--- src/rtl/patp_pkg.sv ---
// Shared definitions for the PATP core: opcodes, ALU function codes and the
// sequencer state encoding.
package patp_pkg;

    // Instruction opcodes (IR[DATA_W-1:ADDR_W]).
    localparam logic [2:0] OpClear = 3'b000;
    localparam logic [2:0] OpInc   = 3'b001;
    localparam logic [2:0] OpAdd   = 3'b010;
    localparam logic [2:0] OpDec   = 3'b011;
    localparam logic [2:0] OpJmp   = 3'b100;
    localparam logic [2:0] OpBnz   = 3'b101;
    localparam logic [2:0] OpLoad  = 3'b110;
    localparam logic [2:0] OpStore = 3'b111;

    // ALU function codes; equal to the low two opcode bits of the ALU instructions.
    localparam logic [1:0] AluClear = 2'b00;
    localparam logic [1:0] AluInc   = 2'b01;
    localparam logic [1:0] AluAdd   = 2'b10;
    localparam logic [1:0] AluDec   = 2'b11;

    typedef enum logic [2:0] {
        StInit,
        StFetch,
        StDecode,
        StMem,
        StExec,
        StStall
    } state_e;

endpackage

--- src/rtl/patp_decode.sv ---
// Combinational instruction decoder for the PATP sequencer.
// Ports:
//   opcode      in   3  instruction opcode
//   alu_func    out  2  ALU function for EXEC
//   needs_mem   out  1  instruction has an operand memory access
//   mem_we      out  1  operand access is a write (STORE)
//   writes_acc  out  1  instruction updates D0
//   is_branch   out  1  JMP or BNZ; completes in DECODE
module patp_decode
    import patp_pkg::*;
(
    input  logic [2:0] opcode,
    output logic [1:0] alu_func,
    output logic       needs_mem,
    output logic       mem_we,
    output logic       writes_acc,
    output logic       is_branch
);

    always_comb begin
        alu_func   = opcode[1:0];
        needs_mem  = 1'b0;
        mem_we     = 1'b0;
        writes_acc = 1'b0;
        is_branch  = 1'b0;
        case (opcode)
            OpClear, OpInc, OpDec: writes_acc = 1'b1;
            OpAdd, OpLoad: begin
                needs_mem  = 1'b1;
                writes_acc = 1'b1;
            end
            OpStore: begin
                needs_mem = 1'b1;
                mem_we    = 1'b1;
            end
            OpJmp, OpBnz: is_branch = 1'b1;
            default: ;
        endcase
    end

endmodule

--- src/rtl/patp_control.sv ---
// Fetch/decode/execute sequencer for the PATP core. Owns PC, IR, MDR, D0 and
// the Z flag, drives the neighbouring ALU and a unified memory over req/ack.
// Optional build macro: PATP_SINGLE_STEP_EN adds a `step` input and a STALL
// state entered after INIT and after every retire.
// Ports:
//   clk, rst_n                 clock, asynchronous active-low reset
//   step                       (PATP_SINGLE_STEP_EN only) leave STALL
//   mem_req/we/addr/wdata      memory request, held until mem_ack
//   mem_rdata, mem_ack         read data and 1-cycle completion pulse
//   alu_func, alu_p, alu_q     ALU function and operands (MDR, D0)
//   alu_result, alu_zero       ALU outputs captured in EXEC
//   pc, acc, z_flag            architectural state
//   retire                     1-cycle pulse on instruction completion
module patp_control
    import patp_pkg::*;
#(
    parameter int unsigned ADDR_W = 5,
    parameter int unsigned DATA_W = 8
) (
    input  logic              clk,
    input  logic              rst_n,
`ifdef PATP_SINGLE_STEP_EN
    input  logic              step,
`endif
    output logic              mem_req,
    output logic              mem_we,
    output logic [ADDR_W-1:0] mem_addr,
    output logic [DATA_W-1:0] mem_wdata,
    input  logic [DATA_W-1:0] mem_rdata,
    input  logic              mem_ack,
    output logic [1:0]        alu_func,
    output logic [DATA_W-1:0] alu_p,
    output logic [DATA_W-1:0] alu_q,
    input  logic [DATA_W-1:0] alu_result,
    input  logic              alu_zero,
    output logic [ADDR_W-1:0] pc,
    output logic [DATA_W-1:0] acc,
    output logic              z_flag,
    output logic              retire
);

`ifdef PATP_SINGLE_STEP_EN
    localparam state_e AfterRetire = StStall;
`else
    localparam state_e AfterRetire = StFetch;
`endif

    state_e            state_q, state_d;
    logic [ADDR_W-1:0] pc_q, pc_d;
    logic [DATA_W-1:0] ir_q, ir_d;
    logic [DATA_W-1:0] mdr_q, mdr_d;
    logic [DATA_W-1:0] d0_q, d0_d;
    logic              z_q, z_d;

    logic [2:0]        opcode;
    logic [ADDR_W-1:0] operand;
    logic [1:0]        dec_func;
    logic              dec_needs_mem;
    logic              dec_we;
    logic              dec_writes_acc;
    logic              dec_branch;

    assign opcode  = ir_q[DATA_W-1:ADDR_W];
    assign operand = ir_q[ADDR_W-1:0];

    patp_decode u_decode (
        .opcode     (opcode),
        .alu_func   (dec_func),
        .needs_mem  (dec_needs_mem),
        .mem_we     (dec_we),
        .writes_acc (dec_writes_acc),
        .is_branch  (dec_branch)
    );

    always_ff @(posedge clk or negedge rst_n) begin
        if (!rst_n) begin
            state_q <= StInit;
            pc_q    <= '0;
            ir_q    <= '0;
            mdr_q   <= '0;
            d0_q    <= '0;
            z_q     <= 1'b0;
        end else begin
            state_q <= state_d;
            pc_q    <= pc_d;
            ir_q    <= ir_d;
            mdr_q   <= mdr_d;
            d0_q    <= d0_d;
            z_q     <= z_d;
        end
    end

    always_comb begin
        state_d   = state_q;
        pc_d      = pc_q;
        ir_d      = ir_q;
        mdr_d     = mdr_q;
        d0_d      = d0_q;
        z_d       = z_q;
        mem_req   = 1'b0;
        mem_we    = 1'b0;
        mem_addr  = '0;
        mem_wdata = '0;
        alu_func  = AluClear;
        retire    = 1'b0;
        unique case (state_q)
            // One idle cycle keeps mem_req low straight out of reset.
            StInit: state_d = AfterRetire;
`ifdef PATP_SINGLE_STEP_EN
            StStall: if (step) state_d = StFetch;
`endif
            StFetch: begin
                mem_req  = 1'b1;
                mem_addr = pc_q;
                if (mem_ack) begin
                    ir_d    = mem_rdata;
                    pc_d    = pc_q + ADDR_W'(1);
                    state_d = StDecode;
                end
            end
            StDecode: begin
                if (dec_branch) begin
                    if (opcode == OpJmp || !z_q) pc_d = operand;
                    retire  = 1'b1;
                    state_d = AfterRetire;
                end else if (dec_needs_mem) begin
                    state_d = StMem;
                end else begin
                    state_d = StExec;
                end
            end
            StMem: begin
                mem_req  = 1'b1;
                mem_we   = dec_we;
                mem_addr = operand;
                if (dec_we) mem_wdata = d0_q;
                if (mem_ack) begin
                    if (!dec_writes_acc) begin
                        retire  = 1'b1;
                        state_d = AfterRetire;
                    end else if (opcode == OpLoad) begin
                        d0_d    = mem_rdata;
                        z_d     = (mem_rdata == '0);
                        retire  = 1'b1;
                        state_d = AfterRetire;
                    end else begin
                        // ADD: operand parked in MDR, summed in EXEC.
                        mdr_d   = mem_rdata;
                        state_d = StExec;
                    end
                end
            end
            StExec: begin
                alu_func = dec_func;
                d0_d     = alu_result;
                z_d      = alu_zero;
                retire   = 1'b1;
                state_d  = AfterRetire;
            end
            default: state_d = StInit;
        endcase
    end

    assign alu_p  = mdr_q;
    assign alu_q  = d0_q;
    assign pc     = pc_q;
    assign acc    = d0_q;
    assign z_flag = z_q;

endmodule

--- config.mk ---
export PLATFORM = sky130hd
export DESIGN_NAME = patp_control
export DESIGN_NICKNAME = d
export VERILOG_FILES = /design/src/rtl/patp_pkg.sv /design/src/rtl/patp_decode.sv /design/src/rtl/patp_control.sv
export SDC_FILE = /design/constraint.sdc
export NUM_CORES = 1
export LEC_CHECK = 0
export ABC_AREA = 1
export BUFFER_PORTS_ARGS = -buffer_cell sky130_fd_sc_hd__buf_2
export CORE_MARGIN = 3
export CORE_UTILIZATION = 50
export CTS_CLUSTER_DIAMETER = 200
export DETAILED_ROUTE_END_ITERATION = 8
export PLACE_DENSITY = 0.82
export RECOVER_POWER = 100
export SYNTH_ARGS = -nofsm -noshare
export SYNTH_HDL_FRONTEND = slang
export SYNTH_SLANG_ARGS = --single-unit
export TNS_END_PERCENT = 20
--- constraint.sdc ---
create_clock -name clk -period 3.39 [get_ports clk]
set_input_delay 0 -clock clk [delete_from_list [all_inputs] [get_ports clk]]
set_output_delay 0 -clock clk [all_outputs]
set_load 0.1 [all_outputs]
# Yosys cells after proc, flatten, opt, wreduce, memory -nomap -nowiden
# Index checks and enable logic that the tools add are counted.
# word_totals
out_inout_bits	48
word_cells	76
register_bits	33
# classes
n_addsub	1
reduce_logical	17
muxes	34
bitwise_logic	1
eq_ne	17
# op_table
operator	n
8-bit 2-to-1 mux	5
5-bit case mux with 2 select lines	2
3-bit 2-to-1 mux	6
8-bit case mux with 2 select lines	1
3-bit equality test (second input constant)	5
5-bit 2-to-1 mux	3
1-bit 2-to-1 mux	13
3-bit by 2-bit equality test with 1-bit output (second input constant)	4
2-bit != test (second input constant)	6
3-bit case mux with 4 select lines	1
4-bit AND reduction	3
8-bit zero test	1
3-bit by 1-bit equality test with 1-bit output (second input constant)	2
3-bit zero test	2
2-bit OR reduction	3
5-bit by 1-bit adder with 5-bit output (second input constant)	1
5-bit OR reduction	1
2-bit AND reduction	2
2-bit nonzero test	2
1-bit case mux with 3 select lines	1
3-bit OR reduction	1
2-bit 2-to-1 mux	1
1-bit case mux with 2 select lines	1
1-bit zero test	1
other kinds (2)	2

# Longest topological paths before layout
# logic_depth
depth_word	6
ltp_mapped	8
mapped_depth_nobuf	8

# Modules after synthesis
# From an unflattened synthesis, not the netlist that was laid out.
# hier_totals
cells_unflattened	273
hier_area_um2	1901.8
# modules_own_cells
module	cells_each	n_inst	area_each_um2
patp_control	263	1	1855.5
patp_decode	10	1	46.3

# Least setup slack after synthesis
# OpenSTA, ideal clock, no wires.
# synth_timing
path_kind	register -> output
from	reg state_q[0]
to	out mem_addr[3]
required_time_ns	3.390
path_buffers	0
path_stages_with_launch	5
path_slack_ns	0.115
arrival_time_ns	3.275
path_cell_list	dfrtp_1 -> inv_2 -> nor2_4 -> nand2_2 -> o21ai_0
# synth_via
elab_chain_len	2
elab_cells_between_ends	3
classes_between	2 x eq/ne; 1 x mux
# synth_rtl
item	line	source
start, declared	patp_control.sv:48	state_e state_q, state_d;
start signal, assigned	patp_control.sv:77	state_q <= StInit;
start signal, assigned	patp_control.sv:84	state_q <= state_d;
3-bit by 2-bit equality test with 1-bit output / 3-bit by 1-bit equality test with 1-bit output (equally long branches)	patp_control.sv:106	unique case (state_q)
5-bit case mux with 2 select lines *	patp_control.sv:106	
end, declared	patp_control.sv:27	output logic [ADDR_W-1:0] mem_addr,
# Mark *: on every way between the ends. The rest lies on a longest branch, timed or not.

# Final worst setup path
# layout_timing
from	reg state_q[2]
to	out mem_wdata[3]
# layout_via
elab_chain_len	2
# layout_rtl
item	line	source
3-bit by 2-bit equality test with 1-bit output	patp_control.sv:106	
8-bit 2-to-1 mux	patp_control.sv:106	
end, declared	patp_control.sv:28	output logic [DATA_W-1:0] mem_wdata,
# Every way passes these cells.

==> results.py <==
metrics = {
    "die": {
        "core_mm2": 0.00372,
        "die_w_um": 68.3,
        "dieArea_mm2": 0.00467,
        "die_y_um": 68.3,
        "fp-row-count": 22,
        "initial_utilization_pct": 52.3,
        "io_pins": 68,
    },
    "sta": {
        "finalMaxSlewViolations": 34,
        "fmax_mhz": 390,
        "fin_crit_sh_pct": 75.6,
        "holdWs_ns": 0.00666,
        "fin_skew_ns": 0.00333,
        "tns_ns": 0,
        "rsz0062_at_grt": "no",
        "tightest_slew_ns": 1.73,
        "period_needed_ns": 2.56,
        "hold_violations": 0,
        "setup_violations": 0,
        "slew_headroom_pct": -15.2,
    },
    "clocking": {
        "post_cts_buffers": 0,
        "cts-root-buf": "clkbuf_8",
        "clock_sinks": 33,
        "clockBufferDepth": 2,
        "htreeDepth": 2,
        "clkTransAtPathRegs_ns": 0.07,
        "cts_buffers": 5,
        "insertion_delay_ns": 0.29,
        "tritoncts": "yes",
    },
    "place": {
        "numPlacedInstances": 364,
        "gp_congestion": 0.873,
        "dp.final_hpwl_um": 3480,
        "port_buffers": 67,
    },
    "detailed_routing": {
        "viasPerCell": 4.98,
        "vias": 1871,
        "drt_pass1_iterations": 4,
        "drt_wl_total_um": 4740,
        "route.detailed.drc": 0,
        "wl_per_cell_um": 12.6,
        "drt_iter0_markers": 91,
        "ant_nets": 0,
    },
    "layout": {
        "layout.nets": 348,
        "multi_input_comb_area_um2": 806,
        "final_common_cell": "nand2_1",
        "final_cell_mix": "nand2_1 (96), clkbuf_1 (49), inv_1 (34)",
        "syn_to_final_growth_pct": 16.0,
        "finalNonFillerCells": 376,
        "n_fill_cell": 386,
        "seq_area_um2": 826,
        "antenna_cells": 0,
        "drive_gt1_share_pct": 10.4,
    },
    "worst_setup_path": {
        "r2r_setup_slack_ns": 1.23,
        "worst_ep_required_time_ns": 3.39,
        "r2r-end": "acc[2]",
        "endpoint_kind": "primary output",
        "path_max_fanout": 9,
        "r2r_cells": 6,
        "cp-start-kind": "flop",
        "cp_data_arrival_time_ns": 2.56,
        "timing.rr.start": "state_q[2]",
        "critical_path_class": "reg2out",
    },
    "global_route": {
        "gr-max-usage-layer": "met2",
        "grt_use_total_pct": 22.0,
        "grt_pass1_vias": 1652,
        "grt_pass1_wl_um": 7460,
        "use_met1_pct": 26.9,
        "grt.met3_usage_pct": 7.55,
        "antenna_found_initial": 0,
        "grt_max_degree": 34,
        "grtUsageMet2_pct": 35.3,
        "overflow": 0,
    },
    "logic_synthesis": {
        "yosysWarnings": 0,
        "syn_area_per_cell_um2": 7.38,
        "ys_ff_latch": 33,
        "syn-num-nets": 284,
        "synth_area_mm2": 0.00194,
        "synth_cell_type_count": 26,
        "synth_cells": 263,
        "synth_seq_area_share_pct": 42.5,
    },
    "worst_hold_path": {
        "hold_path.class": "in2reg",
        "hold_path_end": "ir_q[3]",
        "hp-start": "mem_rdata[3]",
        "whs_path_depth": 3,
    },
    "run_status": {
        "violations": "capacitance limit, slew limit",
        "status": "complete, but fails checks",
    },
    "job": {
        "drv_cap": 1,
    },
}
worst max-delay path: stages, from the launching register on:
cell and delay [ns]:
dfrtp_1 0.41, inv_1 0.09, nand3_1 0.25, inv_1 0.25, nand2_1 0.24, nor2_1 0.16, clkbuf_1 0.87
layer usage:
metal	up-vias	routed length, µm
met5	-	0
met4	0	99
met3	10	341
met2	77	2280
met1	846	2030
li1	938	-
kinds of logic (layout without fill, tap and decap cells):
family,Yosys count,after routing,share of synthesized area (%)
DFF,33,33,42.5
xor gates and xnor gates,1,1,0.451
and+or+nand+nor,148,148,33.2
buffers and inverters,49,114,12.6
adders and majority gates,1,1,0.644
AOI/OAI and AO/OA,31,31,10.6
worst max path at each step:
stage              endpoint  depth (start not counted)  startpoint
6_report       mem_wdata[3]                          6  state_q[2]
5_1_grt        mem_wdata[3]                          6  state_q[2]
4_1_cts              retire                          6  state_q[1]
3_5_place_dp         retire                          6  state_q[1]
3_3_place_gp         retire                          6  state_q[0]
2_1_floorplan   mem_addr[3]                          4  state_q[0]
stage by stage:
step	cell area, µm²	setup slack [ns]	utilization (%)
floorplan	1940	0.115	-
global placement	2220	1.73	59.9
detailed placement	2220	1.65	59.9
CTS	2380	1.33	64.0
global route	2250	0.644	60.6
finish	2250	0.827	60.6
sequential cells by signal, indices dropped and copies added, names as in the netlist:
signal   count
state_q      3
z_flag       1
ir_q         8
acc          8
pc           5
alu_p        8
layout make-up:
class / instances / share of cell area [%]
clock buffers: 5 / 3.06
clock inverters: 3 / 2.06
inverters: 35 / 5.83
multi-input cells: 181 / 35.8
flip-flops and latches: 33 / 36.7
well taps: 48 / 2.67
repair buffers: 71 / 13.9
timing repair:
action                                 CTS  global route
gates resized for setup                  0             0
hold buffers                             4             0
endpoints found under the hold margin   36             0
cells in the mapped netlist (all sizes together):
| cell type | count | area, µm² |
|---|---|---|
| nand2 | 98 | 385 |
| inv | 35 | 131 |
| dfrtp | 33 | 826 |
| nor2 | 26 | 115 |
| o21ai | 26 | 171 |
| nand3 | 21 | 128 |
| buf | 14 | 113 |
| a21oi | 2 | 10.0 |
| nand4 | 2 | 12.5 |
| a22o | 1 | 8.76 |
| ha | 1 | 12.5 |
| nor3 | 1 | 5.00 |
| o2111ai | 1 | 8.76 |
| o22ai | 1 | 6.26 |
| xnor2 | 1 | 8.76 |
Power is left out: the tool's default activity adds up to more than one toggle a clock period on the data nets, which glitch-free logic cannot reach.
